**config.mk**
```make
export PLATFORM = sky130hd
export DESIGN_NAME = pipeline_ctrl
export DESIGN_NICKNAME = d
export VERILOG_FILES = /design/src/rtl/pipeline_ctrl_pkg.sv /design/src/rtl/pipeline_ctrl_fwd_unit.sv /design/src/rtl/pipeline_ctrl.sv
export SDC_FILE = /design/constraint.sdc
export NUM_CORES = 1
export LEC_CHECK = 0
export ABC_AREA = 1
export BUFFER_PORTS_ARGS = -buffer_cell sky130_fd_sc_hd__buf_2
export CORE_ASPECT_RATIO = 2
export CORE_UTILIZATION = 57
export CTS_CLUSTER_DIAMETER = 80
export DETAILED_ROUTE_END_ITERATION = 16
export GPL_ROUTABILITY_DRIVEN = 0
export PLACE_DENSITY_LB_ADDON = 0.05
export SLEW_MARGIN = 15
export SYNTH_ARGS = -nofsm -noshare
export SYNTH_HDL_FRONTEND = slang
export SYNTH_SLANG_ARGS = --single-unit
```
**constraint.sdc**
```tcl
create_clock -name clk -period 4.9 [get_ports clk]
set_input_delay 0.49 -clock clk [delete_from_list [all_inputs] [get_ports clk]]
set_output_delay 0.49 -clock clk [all_outputs]
set_load 0.1 [all_outputs]
```
**src/rtl/pipeline_ctrl_pkg.sv**
```systemverilog
// Shared types for the pipeline hazard/sequencing controller.
package pipeline_ctrl_pkg;

  localparam int REG_W = 5;

  typedef enum logic [1:0] {
    RUN   = 2'b00,
    IWAIT = 2'b01,
    DWAIT = 2'b10,
    ERR   = 2'b11
  } CTRL_STATE;

  typedef enum logic [1:0] {
    FWD_RF  = 2'b00,
    FWD_WB  = 2'b01,
    FWD_MEM = 2'b10
  } FWD_SEL;

endpackage

```
**src/rtl/pipeline_ctrl_fwd_unit.sv**
```systemverilog
// EX-stage operand forwarding compare; MEM result beats WB result, x0 never forwarded.
module fwd_unit
  import pipeline_ctrl_pkg::*;
(
  input  logic [REG_W-1:0] ex_rs1,
  input  logic [REG_W-1:0] ex_rs2,
  input  logic [REG_W-1:0] mem_rd,
  input  logic             mem_reg_write,
  input  logic [REG_W-1:0] wb_rd,
  input  logic             wb_reg_write,
  output FWD_SEL           fwd_a,
  output FWD_SEL           fwd_b
);

  function automatic FWD_SEL pick(input logic [REG_W-1:0] rs);
    if (mem_reg_write && (mem_rd != '0) && (mem_rd == rs))
      return FWD_MEM;
    else if (wb_reg_write && (wb_rd != '0) && (wb_rd == rs))
      return FWD_WB;
    else
      return FWD_RF;
  endfunction

  assign fwd_a = pick(ex_rs1);
  assign fwd_b = pick(ex_rs2);

endmodule

```
**src/rtl/pipeline_ctrl.sv**
```systemverilog
// Hazard and sequencing controller for the 5-stage pipeline: stage enables/flushes,
// forwarding selects, memory-wait freeze with watchdog, and stall statistics.
//
// state | meaning
// RUN   | normal flow, hazards resolved combinationally
// IWAIT | instruction fetch outstanding, front end held
// DWAIT | data access outstanding, whole pipeline frozen
// ERR   | memory watchdog expired, pipeline held until reset
module pipeline_ctrl
  import pipeline_ctrl_pkg::*;
#(
  parameter int MEM_TIMEOUT = 255,
  parameter int CNT_W       = 16
) (
  input  logic             clk,
  input  logic             rst_n,
  input  logic [REG_W-1:0] id_rs1,
  input  logic [REG_W-1:0] id_rs2,
  input  logic [REG_W-1:0] ex_rs1,
  input  logic [REG_W-1:0] ex_rs2,
  input  logic [REG_W-1:0] ex_rd,
  input  logic             ex_mem_read,
  input  logic [REG_W-1:0] mem_rd,
  input  logic             mem_reg_write,
  input  logic             mem_read,
  input  logic             mem_write,
  input  logic             mem_branch_taken,
  input  logic [REG_W-1:0] wb_rd,
  input  logic             wb_reg_write,
  input  logic             imem_ready,
  input  logic             dmem_ready,
  output logic             pc_en,
  output logic             if_id_en,
  output logic             id_ex_en,
  output logic             ex_mem_en,
  output logic             mem_wb_en,
  output logic             if_id_flush,
  output logic             id_ex_flush,
  output logic             ex_mem_flush,
  output logic [1:0]       fwd_a,
  output logic [1:0]       fwd_b,
  output logic             dmem_req,
  output logic [1:0]       state,
  output logic             bus_err,
  output logic [CNT_W-1:0] stall_cnt
);

  CTRL_STATE        state_q, state_d;
  logic [15:0]      wait_q, wait_d;
  logic             flush_pending_q, flush_pending_d;
  logic [CNT_W-1:0] stall_cnt_q;
  logic             dfreeze, ifreeze, load_use, branch_now, stall_any;
  FWD_SEL           fwd_a_raw, fwd_b_raw;

  fwd_unit u_fwd (
    .ex_rs1        (ex_rs1),
    .ex_rs2        (ex_rs2),
    .mem_rd        (mem_rd),
    .mem_reg_write (mem_reg_write),
    .wb_rd         (wb_rd),
    .wb_reg_write  (wb_reg_write),
    .fwd_a         (fwd_a_raw),
    .fwd_b         (fwd_b_raw)
  );

  // A pending branch flush suppresses new requests, but an access already
  // waiting in DWAIT is always carried to completion.
  assign dmem_req = rst_n && (mem_read || mem_write) && (state_q != ERR)
                    && !(flush_pending_q && (state_q != DWAIT));
  assign dfreeze    = dmem_req && !dmem_ready;
  assign ifreeze    = !imem_ready && !dfreeze && (state_q != ERR);
  assign branch_now = mem_branch_taken || flush_pending_q;
  assign load_use   = ex_mem_read && (ex_rd != '0) && ((ex_rd == id_rs1) || (ex_rd == id_rs2));

  assign fwd_a = rst_n ? fwd_a_raw : FWD_RF;
  assign fwd_b = rst_n ? fwd_b_raw : FWD_RF;

  always_comb begin
    pc_en        = 1'b1;
    if_id_en     = 1'b1;
    id_ex_en     = 1'b1;
    ex_mem_en    = 1'b1;
    mem_wb_en    = 1'b1;
    if_id_flush  = 1'b0;
    id_ex_flush  = 1'b0;
    ex_mem_flush = 1'b0;
    if (!rst_n) begin
      {pc_en, if_id_en, id_ex_en, ex_mem_en, mem_wb_en} = '0;
      {if_id_flush, id_ex_flush, ex_mem_flush}          = '1;
    end else if ((state_q == ERR) || dfreeze) begin
      {pc_en, if_id_en, id_ex_en, ex_mem_en, mem_wb_en} = '0;
    end else if (branch_now) begin
      {if_id_flush, id_ex_flush, ex_mem_flush} = '1;
    end else if (ifreeze || load_use) begin
      pc_en       = 1'b0;
      if_id_en    = 1'b0;
      id_ex_flush = 1'b1;
    end
  end

  assign stall_any = !(pc_en && if_id_en && id_ex_en && ex_mem_en && mem_wb_en);

  always_comb begin
    state_d         = state_q;
    wait_d          = '0;
    flush_pending_d = flush_pending_q;
    unique case (state_q)
      RUN:   if (dfreeze) state_d = DWAIT;
             else if (ifreeze) state_d = IWAIT;
      IWAIT: if (dfreeze) state_d = DWAIT;
             else if (imem_ready) state_d = RUN;
      DWAIT: if (!dfreeze) state_d = RUN;
      ERR:   state_d = ERR;
      default: state_d = RUN;
    endcase
    if (((state_q == IWAIT) || (state_q == DWAIT)) && (state_d != RUN)) begin
      wait_d = wait_q + 16'd1;
      if (wait_d >= 16'(MEM_TIMEOUT)) state_d = ERR;
    end
    if (dfreeze && mem_branch_taken) flush_pending_d = 1'b1;
    else if (!dfreeze)               flush_pending_d = 1'b0;
  end

  always_ff @(posedge clk or negedge rst_n) begin
    if (!rst_n) begin
      state_q         <= RUN;
      wait_q          <= '0;
      flush_pending_q <= 1'b0;
      bus_err         <= 1'b0;
      stall_cnt_q     <= '0;
    end else begin
      state_q         <= state_d;
      wait_q          <= wait_d;
      flush_pending_q <= flush_pending_d;
      if (state_d == ERR) bus_err <= 1'b1;
      if (stall_any && (stall_cnt_q != '1))
        stall_cnt_q <= stall_cnt_q + {{(CNT_W-1){1'b0}}, 1'b1};
    end
  end

  assign state     = state_q;
  assign stall_cnt = stall_cnt_q;

endmodule

```
==> metrics.md, run 1 <==
| Metric | Value |
|---|---|
| Final Core Density | `0.697` |
| Crit start category | `input port` |
| Io pins | `77` |
| Commonest cells after routing, fill and taps aside | `106 x nand2_1, 76 x buf_2, 60 x nor2_1` |
| Die Height | `100 microns` |
| Simple-gate share of the synthesized area | `0.377` |
| Most common cell after layout, fill and taps aside | `nand2_1` |
| DRT antenna net count | `0` |
| Synth Area in Compound Gates | `0.0359` |
| Worst setup startpoint | `rst_n` |
| DIE AREA | `0.00513 sq mm` |
| Peak Freq | `348 MHz` |
| WP buf/inv | `4` |
| Outcome | `complete, no violations` |
| Count of cell types in the netlist | `31` |
| Syn nets | `447` |
| Final setup fails | `0` |
| Core ar. | `0.00464 sq mm` |
| Setup TNS | `0 ns` |
| Final hold viol count | `0` |
| TritonCTS Sinks | `36` |
| Initial antenna violation count | `0` |
| Crit Path Max Fanout | `39` |
| Clock-pin slew on the worst setup and hold paths | `0.07 ns` |
| Yosys reg bits | `36` |
| H-tree levels | `2` |
| Reg2Reg Launch Point | `state[0]$_DFF_PN0_` |
| Worst IR Drop VDD | `0.000756 V` |
| Vias/cell | `5.05` |
| Layout cells sized above 1 | `0.219` |
| CTS Root Cell | `clkbuf_8` |
| Gr ovfl total | `0` |
| Crit-path max cell delay | `0.42 ns` |
| Clock Path Buffers | `2` |
| Ant. Diodes | `0` |
| TritonCTS buffer count | `5` |
| Initial drt markers | `52` |
| Final HPWL DP | `4.95 mm` |
| Area after DPL | `0.00315 sq mm` |
| Slew Limit Fails | `0` |
| Initial core utilization | `0.594` |
| Hold WC Path Type | `in -> async` |
| Routed len/inst | `11.9 microns` |
| Avg Cell Area, Syn | `6.99 sq um` |
| # resized after CTS | `0` |
| Synth Area in XOR/XNOR | `0.140` |
| R2R Setup Slk | `2.70 ns` |
| Vias | `2653` |
| Data arrival time of the critical path | `2.39 ns` |
| P&R area growth vs syn | `17.4%` |
| FF-to-FF End | `bus_err$_DFFE_PN0N_` |
| CP Class | `in -> out` |
| Leakage power | `1.68 nW` |
| WP data required | `4.41 ns` |
| Post-CTS Setup Inserts | `0` |
| Post-Synth Adder-Cell Area | `0.0363` |
| Die width | `51.2 microns` |
| CTS tree | `built` |
| Row cnt | `35` |
| Top delay family on crit path | `buffers and inverters` |
| Clock skew | `0.00631 ns` |
| Minimum clock period | `2.88 ns` |
| Register area share after synthesis | `0.327` |
| Worst slew pin tran | `0.469 ns` |
| # nets final | `523` |
| Router iterations before antenna repair | `4` |
| First-pass GRT wire length | `10.1 mm` |
| Syn. warnings | `0` |
| Synth top area share | `0.327` |
| R2R depth | `13` |
| Post-synthesis mux area share | `0` |
| Drt drc | `0` |
| Worst slew margin | `0.684` |
| Synth area leader | `dfrtp_1` |
| Post-Syn Area | `0.00276 sq mm` |
| Unrepaired setup endpoints after global routing | `no` |
| Largest family of logic cells by synthesized area | `simple AND/OR/NAND/NOR gates` |
| Hold_buf cts | `0` |
| PortBufs | `76` |
| Largest net degree at the start of global routing | `40` |
| Crit end category | `output pin` |
| Vias in the first global route | `2524` |
| Crit share post-route | `0.587` |
| CP max-delay cell | `buf_2` |
| Routed WL | `6.24 mm` |
| CP cell instances | `buf_2 > buf_4 > nand2_1 > nor2_2 > nand3_2 > nand3_1 > nand2_2 > nand2_2 > nand2_4 > inv_1 > buf_2` |
| Max-cap violations | `0` |
| PwrDens | `403 mW/mm^2` |
| Post-Synthesis Cells | `394` |
| Worst-Skew Late Latency | `0.29 ns` |
| Final Instance Area | `0.00323 sq mm` |
| Synth top area cells | `dfrtp_1 33%, nand2_1 14%, xor2_1 9.2%, nor2_1 8.3%, nand3_1 6.5%` |
| Gr usage total | `0.261` |
metal layers:
metal | share of wire | up-vias | routed length, microns | GRT usage
met3 | 0.045 | 12 | 282 | 0.0394
met4 | 0.026 | 0 | 161 | 0.126
met1 | 0.36 | 1194 | 2230 | 0.241
li1 | - | 1376 | - | -
met5 | 0 | - | 0 | 0
met2 | 0.57 | 71 | 3560 | 0.518
cell usage after synthesis:
cell type	count
nand3_2	2
o21ai_0	5
nand2_1	106
inv_2	1
nand2_4	2
a31o_2	1
nor3b_1	1
xnor2_1	15
o22ai_1	1
dfrtp_1	36
or2_2	4
nand3_1	36
or2_0	1
o41ai_1	1
nor2_2	3
ha_1	8
o21bai_1	1
nand3_4	1
inv_1	44
nor4_1	2
buf_2	1
nand3b_1	1
buf_4	6
nand4_1	4
a21oi_1	4
nor3_1	9
o211ai_1	3
buf_6	1
nand2_2	4
xor2_1	29
nor2_1	61
power by group:
group	internal, mW	total [mW]	switching [mW]
sequential	0.337	0.390	0.0539
combinational	0.147	0.704	0.557
clock	0.0963	0.207	0.111
per-stage QoR:
stage / setup WS (ns) / hold slack, ns / total power, mW / instances
2_1_floorplan: 0.346 / 0.194 / 0.985 / 394
3_3_place_gp: 2.04 / 0.473 / 1.10 / 518
3_5_place_dp: 1.99 / 0.480 / 1.10 / 518
4_1_cts: 1.99 / 0.246 / 1.31 / 525
5_1_grt: 1.78 / 0.271 / 1.37 / 525
6_report: 2.02 / 0.238 / 1.30 / 525
logic make-up (layout without fill, tap and decap cells):
| group | after synthesis | after routing |
|---|---|---|
| simple gates | 237 | 237 |
| flops | 36 | 36 |
| xor+xnor | 44 | 44 |
| fa+ha+maj | 8 | 8 |
| buf+inv | 53 | 129 |
| compound gates | 16 | 16 |
worst register-to-register path, delay by kind of cell (launching register included):
| kind | cells | cell delay, ns |
|---|---|---|
| buffers and inverters | 2 | 0.18 |
| adder cells (fa/ha/maj) | 1 | 0.23 |
| flip-flops | 1 | 0.44 |
| AND/OR/NAND/NOR | 9 | 1.14 |
| AO/OA/AOI/OAI | 1 | 0.08 |
flip-flops by register name, summed over array words and instances (netlist names):
| register | cells |
|---|---|
| state | 2 |
| flush_pending_q | 1 |
| bus_err | 1 |
| stall_cnt | 16 |
| wait_q | 16 |
final cells by class:
cell class,instances,area [sq um]
Multi-Input combinational cell,305,1630
Fill cell,445,1410
Sequential cell,36,901
Timing Repair Buffer,77,388
Inverter,45,169
Clock buffer,5,68.8
Tap cell,55,68.8
Clock inverter,2,12.5
worst max path at each step:
stage	to	slack (ns)	cells past startpoint
3_5_place_dp	if_id_en	1.99	11
5_1_grt	if_id_en	1.78	11
2_1_floorplan	pc_en	0.35	11
4_1_cts	if_id_en	1.99	11
6_report	pc_en	2.02	11
3_3_place_gp	if_id_en	2.04	11
Note: power is estimated with default switching activity, not from simulation.
==> run 2, diff against run 1 <==
Settings changed: ABC_AREA 1 to 0, CORE_UTILIZATION 57 to 47.
Clock period 4.9 ns to 2.35 ns, I/O delays scaled along.
==> run 2 against run 1 <==
Net effect:
- setup slack got worse by 2.0 ns
- worst hold slack worse by 0.22 ns
- power rose to 2.5 times the previous value
- wire length down 3.8%
- critical path type is now reg -> out
- combinational power increased to 2.7 times the previous value
- utilization fell by 3.7 points
- cell count fell by 20%
- global-route usage shrank 2.7 points
- critical path depth shrank 3
- largest power group unchanged
- flip-flop and latch count unchanged
- synthesized cell count shrank 32%
==> metrics.md, run 2 <==
| Metric | Value |
|---|---|
| Hold_buf cts | `0` |
| Syn. warnings | `0` |
| Layout fillers | `443` |
| Routed WL | `6.00 mm` |
| Syn nets | `322` |
| Reg power frac | `0.265` |
| Slew Limit Fails | `0` |
| P&R area growth vs syn | `36.1%` |
| Setup ws final | `0.0363 ns` |
| Synth top area cells | `dfrtp_1 36%, xor2_1 11%, xnor2_1 10%, nor2_1 4.4%, ha_1 4.0%` |
| FF-to-FF End | `stall_cnt[1]$_DFFE_PN0P_` |
| Crit Path Max Fanout | `6` |
| Top-count cell post-synth | `dfrtp_1` |
| Clock Path Buffers | `2` |
| DIE AREA | `0.00561 sq mm` |
| Largest net degree at the start of global routing | `22` |
| Core ar. | `0.00514 sq mm` |
| TritonCTS buffer count | `5` |
| PwrDens | `962 mW/mm^2` |
| Final HPWL DP | `4.90 mm` |
| Post-synth EDFFs | `0` |
| Internal power | `1.58 mW` |
| CTS Root Cell | `clkbuf_8` |
| CTS tree | `built` |
| DRT antenna net count | `0` |
| Clock power share | `0.160` |
| Clock-pin slew on the worst setup and hold paths | `0.07 ns` |
| Footprint of the multi-input gates | `0.00162 sq mm` |
| Commonest cells post-synth | `36 x dfrtp_1, 32 x xor2_1, 29 x nor2_1, 29 x xnor2_1, 15 x nand3_1` |
| Crit share post-route | `0.985` |
| Setup TNS | `0 ns` |
| # nets final | `413` |
| Crit end category | `output pin` |
| Die Height | `105 microns` |
| R2R Setup Slk | `0.10 ns` |
| Yosys reg bits | `36` |
| CP cell instances | `inv_2 > ha_4 > nor2b_4 > nor4_4 > buf_6 > o32ai_4 > a21boi_4 > buf_12` |
| First-pass GRT wire length | `9.80 mm` |
| Data arrival time of the critical path | `2.08 ns` |
| Worst-Skew Late Latency | `0.28 ns` |
| R2R depth | `10` |
| Most common cell after layout, fill and taps aside | `buf_2` |
| NetSw | `1.69 mW` |
| Worst IR Drop VDD | `0.00106 V` |
| Synth Flop Type | `dfrtp_1` |
| Worst slew margin | `0.593` |
| Place WS | `0.0839 ns` |
| H-tree levels | `2` |
| Combinational share of power | `0.575` |
| TritonCTS Sinks | `36` |
| Leakage power | `1.48 nW` |
| Synth area leader | `dfrtp_1` |
| Initial drt markers | `33` |
| WP data required | `2.12 ns` |
| Outcome | `complete, no violations` |
| Post-Synthesis Cells | `269` |
| Vias in the first global route | `2248` |
| Initial core utilization | `0.485` |
| Drt drc | `0` |
| Vias/cell | `5.37` |
| Minimum clock period | `2.31 ns` |
| Initial antenna violation count | `0` |
| CP max-delay cell | `dfrtp_4` |
| Gr ovfl total | `0` |
| Layout cells sized above 1 | `0.349` |
| Unrepaired setup endpoints after global routing | `yes` |
| Max-cap violations | `0` |
| PortBufs | `76` |
| CP Class | `reg -> out` |
| Router iterations before antenna repair | `4` |
| Switching share of power | `0.517` |
| Hold WC Path Type | `in -> async` |
| Register area share after synthesis | `0.362` |
| Die width | `53.5 microns` |
| Gr usage total | `0.235` |
| Ant. Diodes | `0` |
| Routed len/inst | `14.3 microns` |
| Reg2Reg Launch Point | `state[0]$_DFF_PN0_` |
| Row cnt | `37` |
| Vias | `2252` |
| Count of cell types in the netlist | `49` |
| Synth top area share | `0.362` |
| Ys async rst share | `1.00` |
| Io pins | `77` |
| Final hold viol count | `0` |
| Avg Cell Area, Syn | `9.26 sq um` |
| Crit start category | `register` |
| Commonest cells after routing, fill and taps aside | `66 x buf_2, 34 x dfrtp_1, 32 x xor2_1` |
| Register area | `908 sq um` |
| Post-Syn Area | `0.00249 sq mm` |
| Final setup fails | `0` |
| Crit-path max cell delay | `0.50 ns` |
| Peak Freq | `432 MHz` |
| Clock skew | `0.0111 ns` |
| Worst slew pin tran | `0.605 ns` |
[run 2: how the worst max path moves through the flow]
stage | start | endpoint | slack, ns
final | state[0]$_DFF_PN0_ | pc_en | 0.04
after global routing | state[1]$_DFF_PN0_ | pc_en | -0.04
after CTS | state[1]$_DFF_PN0_ | pc_en | 0.006
after detailed placement | state[0]$_DFF_PN0_ | stall_cnt[1]$_DFFE_PN0P_ | 0.08
after global placement | state[0]$_DFF_PN0_ | stall_cnt[1]$_DFFE_PN0P_ | 0.11
after floorplan | state[0]$_DFF_PN0_ | pc_en | -1.02
[run 2: worst max-delay path: cells and delay by family (launching register included)]
kind / cells / cell delay (ns)
AND/OR/NAND/NOR: 2 / 0.32
adder cells (fa/ha/maj): 1 / 0.15
AO/OA/AOI/OAI: 2 / 0.34
buffers and inverters: 3 / 0.47
flip-flops: 1 / 0.50
[run 2: cells by family after synthesis]
logic type,synth area share
buffers and inverters,0.0387
multiplexers,0.00452
AO/OA/AOI/OAI,0.0769
XOR/XNOR,0.214
adder cells (fa/ha/maj),0.0402
AND/OR/NAND/NOR,0.264
flip-flops,0.362
[run 2: power groups by stage]
stage	clock network [mW]	registers, mW	logic [mW]
floorplan	0	1.47	0.797
global placement	0	0.882	1.78
detailed placement	0	0.884	1.79
CTS	0.539	0.865	1.86
global route	0.561	0.886	1.98
finish	0.522	0.863	1.88
[run 2: routing by layer]
layer	GRT usage	wire length (microns)	up-vias
met5	0	0	-
met4	0.0789	114	0
met1	0.219	2080	1074
met3	0.0349	162	11
li1	-	-	1119
met2	0.465	3640	48
[run 2: area by class of cell]
cell class | instances | share of cell area
Clock buffer | 6 | 0.0214
Clock inverter | 2 | 0.0103
Inverter | 8 | 0.00886
Multi-Input combinational cell | 215 | 0.479
Sequential cell | 36 | 0.268
Tap cell | 58 | 0.0214
Timing Repair Buffer | 94 | 0.191
[run 2: per-stage QoR]
stage	hold slack, ns	util	instance area (sq um)	power [mW]	std cells
finish	0.0148	0.660	3390	3.26	419
detailed placement	0.320	0.618	3170	2.67	403
global route	0.0255	0.660	3390	3.42	419
CTS	0.0124	0.652	3350	3.26	417
global placement	0.317	0.618	3170	2.67	403
floorplan	-0.0606	-	2630	2.27	269
[run 2: repair_timing]
| item | CTS | global route |
|---|---|---|
| endpoints found under the hold margin | 0 | 0 |
| buffers inserted | 6 | 2 |
| pin swaps | 1 | 3 |
| gates cloned | 0 | 0 |
| setup endpoints to repair | 5 | 7 |
| gates resized for setup | 4 | 4 |
